==> config.mk <==
export PLATFORM = sky130hd
export DESIGN_NAME = morv_lsu
export DESIGN_NICKNAME = d
export VERILOG_FILES = /design/src/rtl/morv_lsu.sv
export SDC_FILE = /design/constraint.sdc
export NUM_CORES = 1
export LEC_CHECK = 0
export CORE_MARGIN = 3
export CORE_UTILIZATION = 48
export CTS_CLUSTER_SIZE = 20
export DETAILED_ROUTE_END_ITERATION = 10
export GPL_ROUTABILITY_DRIVEN = 0
export PLACE_DENSITY = 0.95
export SYNTH_ARGS = -nofsm -noshare
export SYNTH_HDL_FRONTEND = slang
export SYNTH_SLANG_ARGS = --single-unit
==> constraint.sdc <==
create_clock -name clk -period 4.03 [get_ports clk]
set_input_delay 0.806 -clock clk [delete_from_list [all_inputs] [get_ports clk]]
set_output_delay 0.806 -clock clk [all_outputs]
set_load 0.02 [all_outputs]
==> src/rtl/morv_lsu.sv <==
// morv_lsu: multi-cycle load/store unit between the morv execute stage and a ready-handshaked memory bus.
// Latency: illegal/misaligned rejects respond 1 cycle after accept; bus accesses respond 1 cycle after the last beat's ready.
// Backpressure: req_ready only in IDLE (one access in flight); each bus beat holds until ready or TIMEOUT wait cycles.
//
// Ports: clk/rst_n (async active-low); req_* core request (valid/ready); rsp_* one-cycle response pulse;
//        busy = not IDLE; mem_valid/address/wdata/write/wstrb bus request, rdata/ready bus completion.
// Optional: define MORV_LSU_MISALIGNED_SPLIT_EN to perform misaligned accesses (split into two beats
//           when they cross an NB-byte word) instead of rejecting them with cause 01.
module morv_lsu #(
  parameter int ADDR_W  = 32,
  parameter int DATA_W  = 32,
  parameter int TIMEOUT = 16
) (
  input  logic                clk,
  input  logic                rst_n,
  input  logic                req_valid,
  output logic                req_ready,
  input  logic                req_write,
  input  logic [2:0]          req_funct3,
  input  logic [ADDR_W-1:0]   req_addr,
  input  logic [DATA_W-1:0]   req_wdata,
  output logic                rsp_valid,
  output logic [DATA_W-1:0]   rsp_data,
  output logic                rsp_err,
  output logic [1:0]          rsp_cause,
  output logic                busy,
  output logic                mem_valid,
  output logic [ADDR_W-1:0]   address,
  output logic [DATA_W-1:0]   wdata,
  output logic                write,
  output logic [DATA_W/8-1:0] wstrb,
  input  logic [DATA_W-1:0]   rdata,
  input  logic                ready
);

  localparam int NB    = DATA_W / 8;
  localparam int OFF_W = $clog2(NB);
  localparam int CNT_W = (TIMEOUT > 0) ? $clog2(TIMEOUT + 1) : 1;
  localparam logic [CNT_W-1:0] TO_LAST = CNT_W'((TIMEOUT > 0) ? TIMEOUT - 1 : 0);

  localparam logic [1:0] C_NONE = 2'b00;
  localparam logic [1:0] C_MIS  = 2'b01;
  localparam logic [1:0] C_TO   = 2'b10;
  localparam logic [1:0] C_ILL  = 2'b11;

`ifdef MORV_LSU_MISALIGNED_SPLIT_EN
  typedef enum logic [1:0] {IDLE = 2'd0, ACCESS = 2'd1, RESP = 2'd2, ACCESS2 = 2'd3} state_t;
  // Lane mask spans two words: low half is beat 1, high half is beat 2.
  localparam int MW = 2 * NB;
`else
  typedef enum logic [1:0] {IDLE = 2'd0, ACCESS = 2'd1, RESP = 2'd2} state_t;
  localparam int MW = NB;
`endif

  state_t              state_q, state_d;
  logic [CNT_W-1:0]    cnt_q, cnt_d;
  logic [1:0]          cause_q, cause_d;
  logic [DATA_W-1:0]   rsp_data_q, rsp_data_d;
  logic                write_q;
  logic [2:0]          f3_q;
  logic [ADDR_W-1:0]   addr_q;
  logic [DATA_W-1:0]   wdata_q;

  logic [3:0]          size_q;
  logic [OFF_W-1:0]    off_q;
  logic [ADDR_W-1:0]   base_q;
  logic [MW-1:0]       lane_mask;
  logic [DATA_W-1:0]   wdata_rep;
  logic [DATA_W-1:0]   beat_wdata;
  logic                in_beat2;
  logic                to_hit;

  function automatic logic f3_legal(input logic wr, input logic [2:0] f3);
    logic ok;
    case (f3)
      3'b000, 3'b001, 3'b010: ok = 1'b1;
      3'b011:                 ok = (DATA_W == 64);
      3'b100, 3'b101:         ok = !wr;
      3'b110:                 ok = !wr && (DATA_W == 64);
      default:                ok = 1'b0;
    endcase
    return ok;
  endfunction

  function automatic logic misaligned(input logic [2:0] a, input logic [2:0] f3);
    logic [2:0] m;
    case (f3[1:0])
      2'd0:    m = 3'b000;
      2'd1:    m = 3'b001;
      2'd2:    m = 3'b011;
      default: m = 3'b111;
    endcase
    return |(a & m);
  endfunction

  // Byte i of the result is byte (i+off) of the two-word window {hi_w, lo_w}.
  function automatic logic [DATA_W-1:0] gather(input logic [DATA_W-1:0] lo_w,
                                               input logic [DATA_W-1:0] hi_w,
                                               input logic [OFF_W-1:0]  off);
    logic [DATA_W-1:0] r;
    r = '0;
    for (int i = 0; i < NB; i++) begin
      if (i + int'(off) < NB) r[8*i +: 8] = lo_w[8*(i + int'(off)) +: 8];
      else                    r[8*i +: 8] = hi_w[8*(i + int'(off) - NB) +: 8];
    end
    return r;
  endfunction

  // Keep the low (8 << f3[1:0]) bits; sign-extend unless unsigned or full width.
  function automatic logic [DATA_W-1:0] extend(input logic [DATA_W-1:0] v, input logic [2:0] f3);
    logic [DATA_W-1:0] r;
    logic              sb;
    int                bits;
    bits = 8 << f3[1:0];
    case (f3[1:0])
      2'd0:    sb = v[7];
      2'd1:    sb = v[15];
      2'd2:    sb = v[31];
      default: sb = v[DATA_W-1];
    endcase
    if (f3[2] || bits >= DATA_W) sb = 1'b0;
    for (int i = 0; i < DATA_W; i++) r[i] = (i < bits) ? v[i] : sb;
    return r;
  endfunction

  assign size_q = 4'd1 << f3_q[1:0];
  assign off_q  = addr_q[OFF_W-1:0];
  assign base_q = {addr_q[ADDR_W-1:OFF_W], {OFF_W{1'b0}}};
  assign to_hit = (TIMEOUT != 0) && (cnt_q == TO_LAST);

  always_comb begin
    lane_mask = '0;
    wdata_rep = '0;
    for (int i = 0; i < MW; i++)
      lane_mask[i] = (i >= int'(off_q)) && (i < int'(off_q) + int'(size_q));
    for (int i = 0; i < NB; i++)
      wdata_rep[8*i +: 8] = wdata_q[8*(i & (int'(size_q) - 1)) +: 8];
  end

`ifdef MORV_LSU_MISALIGNED_SPLIT_EN
  logic [DATA_W-1:0] beat1_q, beat1_d;
  logic [DATA_W-1:0] wdata_rot;
  logic              crosses;

  // Misaligned stores rotate the value so byte k lands in lane (off+k) mod NB,
  // which serves both beats: beat 1 uses the upper lanes, beat 2 the lower ones.
  always_comb begin
    wdata_rot = '0;
    for (int i = 0; i < NB; i++)
      wdata_rot[8*i +: 8] = wdata_q[8*((i - int'(off_q)) & (NB - 1)) +: 8];
  end

  assign crosses    = (int'(off_q) + int'(size_q)) > NB;
  assign beat_wdata = misaligned(addr_q[2:0], f3_q) ? wdata_rot : wdata_rep;
  assign in_beat2   = (state_q == ACCESS2);
`else
  assign beat_wdata = wdata_rep;
  assign in_beat2   = 1'b0;
`endif

  always_comb begin
    state_d    = state_q;
    cnt_d      = cnt_q;
    cause_d    = cause_q;
    rsp_data_d = rsp_data_q;
`ifdef MORV_LSU_MISALIGNED_SPLIT_EN
    beat1_d    = beat1_q;
`endif
    case (state_q)
      IDLE: begin
        if (req_valid) begin
          rsp_data_d = '0;
          cnt_d      = '0;
          if (!f3_legal(req_write, req_funct3)) begin
            cause_d = C_ILL;
            state_d = RESP;
          end
`ifndef MORV_LSU_MISALIGNED_SPLIT_EN
          else if (misaligned(req_addr[2:0], req_funct3)) begin
            cause_d = C_MIS;
            state_d = RESP;
          end
`endif
          else begin
            cause_d = C_NONE;
            state_d = ACCESS;
          end
        end
      end
      ACCESS: begin
        // ready on the same cycle as the final timeout count still completes the beat
        if (ready) begin
`ifdef MORV_LSU_MISALIGNED_SPLIT_EN
          if (crosses) begin
            beat1_d = rdata;
            cnt_d   = '0;
            state_d = ACCESS2;
          end else
`endif
          begin
            rsp_data_d = write_q ? '0 : extend(gather(rdata, '0, off_q), f3_q);
            state_d    = RESP;
          end
        end else if (to_hit) begin
          cause_d = C_TO;
          state_d = RESP;
        end else begin
          cnt_d = cnt_q + 1'b1;
        end
      end
`ifdef MORV_LSU_MISALIGNED_SPLIT_EN
      ACCESS2: begin
        if (ready) begin
          rsp_data_d = write_q ? '0 : extend(gather(beat1_q, rdata, off_q), f3_q);
          state_d    = RESP;
        end else if (to_hit) begin
          cause_d = C_TO;
          state_d = RESP;
        end else begin
          cnt_d = cnt_q + 1'b1;
        end
      end
`endif
      RESP:    state_d = IDLE;
      default: state_d = IDLE;
    endcase
  end

  always_ff @(posedge clk or negedge rst_n) begin
    if (!rst_n) begin
      state_q    <= IDLE;
      cnt_q      <= '0;
      cause_q    <= C_NONE;
      rsp_data_q <= '0;
      write_q    <= 1'b0;
      f3_q       <= 3'b000;
      addr_q     <= '0;
      wdata_q    <= '0;
`ifdef MORV_LSU_MISALIGNED_SPLIT_EN
      beat1_q    <= '0;
`endif
    end else begin
      state_q    <= state_d;
      cnt_q      <= cnt_d;
      cause_q    <= cause_d;
      rsp_data_q <= rsp_data_d;
`ifdef MORV_LSU_MISALIGNED_SPLIT_EN
      beat1_q    <= beat1_d;
`endif
      if (req_valid && req_ready) begin
        write_q <= req_write;
        f3_q    <= req_funct3;
        addr_q  <= req_addr;
        wdata_q <= req_wdata;
      end
    end
  end

  // All bus and response outputs decode from state only, so reset clears them without a clock.
  assign req_ready = (state_q == IDLE);
  assign busy      = !req_ready;
  assign mem_valid = (state_q == ACCESS) || in_beat2;
  assign address   = !mem_valid ? '0 : (in_beat2 ? base_q + ADDR_W'(NB) : base_q);
  assign write     = mem_valid && write_q;
  assign wdata     = mem_valid ? beat_wdata : '0;
  assign wstrb     = !(mem_valid && write_q) ? '0 :
                     (in_beat2 ? lane_mask[MW-1 -: NB] : lane_mask[NB-1:0]);

  assign rsp_valid = (state_q == RESP);
  assign rsp_data  = rsp_valid ? rsp_data_q : '0;
  assign rsp_cause = rsp_valid ? cause_q : C_NONE;
  assign rsp_err   = rsp_valid && (cause_q != C_NONE);

endmodule

==> metrics.txt <==
status=finished, final reports clean; Fillers=816; max_slew headroom=40.8%; Post-Route Setup TNS=0 ps; commonest non-fill, non-tap cell in the layout=nand2_1; CP startpoint=f3_q[1]$_DFFE_PN0P_; Slowest-stage cell, CP=clkdlybuf4s50_1; Die Height=about 120 µm; Final min period=about 3600 ps; initial antenna violation count=0; critical path's largest stage delay=690 ps; maxcap violations=0; Die X=about 120 µm; n_diodes=0; detailed-route DRC error count=0; Worst-Margin Slew=about 890 ps; register area share after synthesis=47.7%; largest family of logic cells by synthesized area=simple AND/OR/NAND/NOR gates; CP required=3220 ps; RSZ-0062 raised after global routing=false; Worst-path clk slew=about 70 ps; Pleak=3.80 nW; FF+latch area=0.00273 mm²; vias=5416; Final Skew=7.70 ps; total track usage=26.8%; hold_ws=468 ps; initial core utilization=between 40% and 50%; Crit Reg-Reg Startpoint=state_q[1]$_DFFE_PN0P_; Row Count=39; GRT Residual Overflow=0; Syn Area/Cell=between 8 and 9 µm²; Max Clock Freq=around 280 MHz; DPL Wire Length=12.6 mm; Vias/cell=between 5 and 6; crit path max fanout=6; multi-input logic area=0.00277 mm²; Worst Slack Setup Final=403 ps; Ys Warns=0; vias in the first global route=5422; number of synthesized flops with an enable pin=0; TritonCTS clock tree=built; dpl ws=812 ps; post-synthesis simple-gate area fraction=28.7%; mux contribution to synthesized area=7.20%; min-delay src=addr_q[24]$_DFFE_PN0P_; postcts setup bufs=0; final wirelength=17.6 mm; Resized cells post-CTS=0; hold buffer count at cts=0; Synth Area in XOR/XNOR=less than 1%; adder-cell share of the synthesized area=less than 1%; worst path cell trace=nand2b_1 > xnor2_1 > ha_1 > a21boi_0 > a21oi_1 > o32ai_1 > a221oi_1 > clkdlybuf4s50_1; IO Pins=212; crit end category=primary output; FFs w/ async S/R, synth=100%; Final Core Density=71.4%; H-Tree Depth=3; Post-Synthesis Cells=662; Post-synth top flop=dfrtp_1; VDD IR max=341 µV; iteration count of the initial detailed-routing pass=5; Power Density=553 mW/mm²; Seq cells post-synth=109; Die ar.=0.0133 mm²; latest clock arrival within the worst-skew pair=350 ps; wire per inst=17.7 µm; CTS Buf Count=9; Cell Area, Synth=0.00572 mm²; crit start category=flop; library cells used by synthesis=49; Clock Tree Buf Depth=2; setup violators final=0; ANT nets after route=0; critical path arrival=between 2000 and 3000 ps; Initial DRC Count=420; Setup CP Type=flop to primary output; pin count of the biggest net entering global routing=73; Port Buffer Count=209; root cell of the clock tree=clkbuf_16; first-pass GRT wire length=27.9 mm; compound-cell area share of the yosys netlist=11.1%; TritonCTS Sinks=between 100 and 150; layout cells sized above 1=under 10%; Hold Vio Cnt, Final=0; min-delay worst type=flop to flop; Tcrit/Tclk final=90.0%; commonest non-fill, non-tap cells in the layout=nand2_1, clkdlybuf4s50_1, dfrtp_1; Slew Limit Fails=0; Placeable Area=0.0115 mm²; nets=956; synthesis-to-finish area growth=43.7%
final timing paths:
kind / end / slack [ps] / depth (start not counted)
hold reg to reg: addr_q[24]$_DFFE_PN0P_ / 470 / 2
max in group asynchronous: addr_q[29]$_DFFE_PN0P_ / 2630 / 2
setup reg to reg: rsp_data_q[17]$_DFFE_PN0P_ / 1680 / 3
hold / removal: addr_q[24]$_DFFE_PN0P_ / 470 / 2
min in group asynchronous: rsp_data_q[29]$_DFFE_PN0P_ / 570 / 1
setup / recovery: wstrb[2] / 400 / 8
where the power goes:
part / internal, W / total, W / switching [W]
registers: 0.00144 / 0.00167 / 0.000232
logic: 0.000806 / 0.00188 / 0.00108
clock network: 0.000593 / 0.000988 / 0.000395
total: 0.00284 / 0.00455 / 0.00171
per-stage QoR:
stage / area, µm² / instances / power, W
CTS: 8220 / 995 / 0.00456
finish: 8220 / 995 / 0.00455
global placement: 7890 / 980 / 0.00348
global route: 8220 / 995 / 0.00484
floorplan: 5720 / 663 / 0.00286
detailed placement: 7890 / 980 / 0.00356
critical path: cells and delay by family, from the launching register on:
family / cells / cell delay, ps
adder cells (fa/ha/maj): 1 / 240
buffers and inverters: 1 / 690
XOR/XNOR: 1 / 140
AO/OA/AOI/OAI: 4 / 790
flip-flops: 1 / 430
AND/OR/NAND/NOR: 1 / 180
cells in the mapped netlist, types with 2 or more instances:
library cell / count / area, µm²
a21oi_1: 21 / 105
a221o_1: 6 / 60.1
a221o_2: 10 / 113
a22o_1: 8 / 70.1
and2_1: 72 / 450
buf_1: 4 / 15.0
buf_2: 11 / 55.1
buf_4: 3 / 22.5
clkbuf_1: 29 / 109
dfrtp_1: 109 / 2730
ha_1: 4 / 50.1
inv_1: 6 / 22.5
mux2_2: 9 / 101
mux2i_1: 31 / 310
nand2_1: 228 / 856
nand2b_1: 3 / 18.8
nand3_1: 2 / 10.0
nor2_1: 38 / 143
nor2b_1: 5 / 31.3
nor3_1: 2 / 10.0
nor3b_1: 2 / 15.0
nor4b_1: 2 / 17.5
o21a_1: 9 / 67.6
o21ai_0: 21 / 105
o31ai_1: 2 / 15.0
or2_2: 2 / 12.5
cell type report:
class | count | share of cell area [%]
multi-input combinational | 500 | 33.7
sequential | 109 | 33.2
timing repair buffer | 222 | 26.6
clock buffer | 12 | 3.24
tap | 143 | 2.18
clock inverter | 3 | 0.822
inverter | 6 | 0.274
cell families after synthesis:
logic type | after synthesis
XOR/XNOR | 2
multiplexers | 40
adder cells (fa/ha/maj) | 4
AND/OR/NAND/NOR | 365
AO/OA/AOI/OAI | 87
flip-flops | 109
buffers and inverters | 54
other | 1
state kept, by name (all words and copies together) (netlist names):
register    cells
rsp_data_q     32
cause_q         2
addr_q         32
f3_q            3
state_q         2
write_q         1
wdata_q        32
cnt_q           5
per-layer routing:
layer	global-route usage [%]	part of all wire [%]
met1	31.9	38
met2	46.1	51
met3	9.95	11
met4	6.49	1.1
met5	0	0
Power figures use the tool's default switching activity.
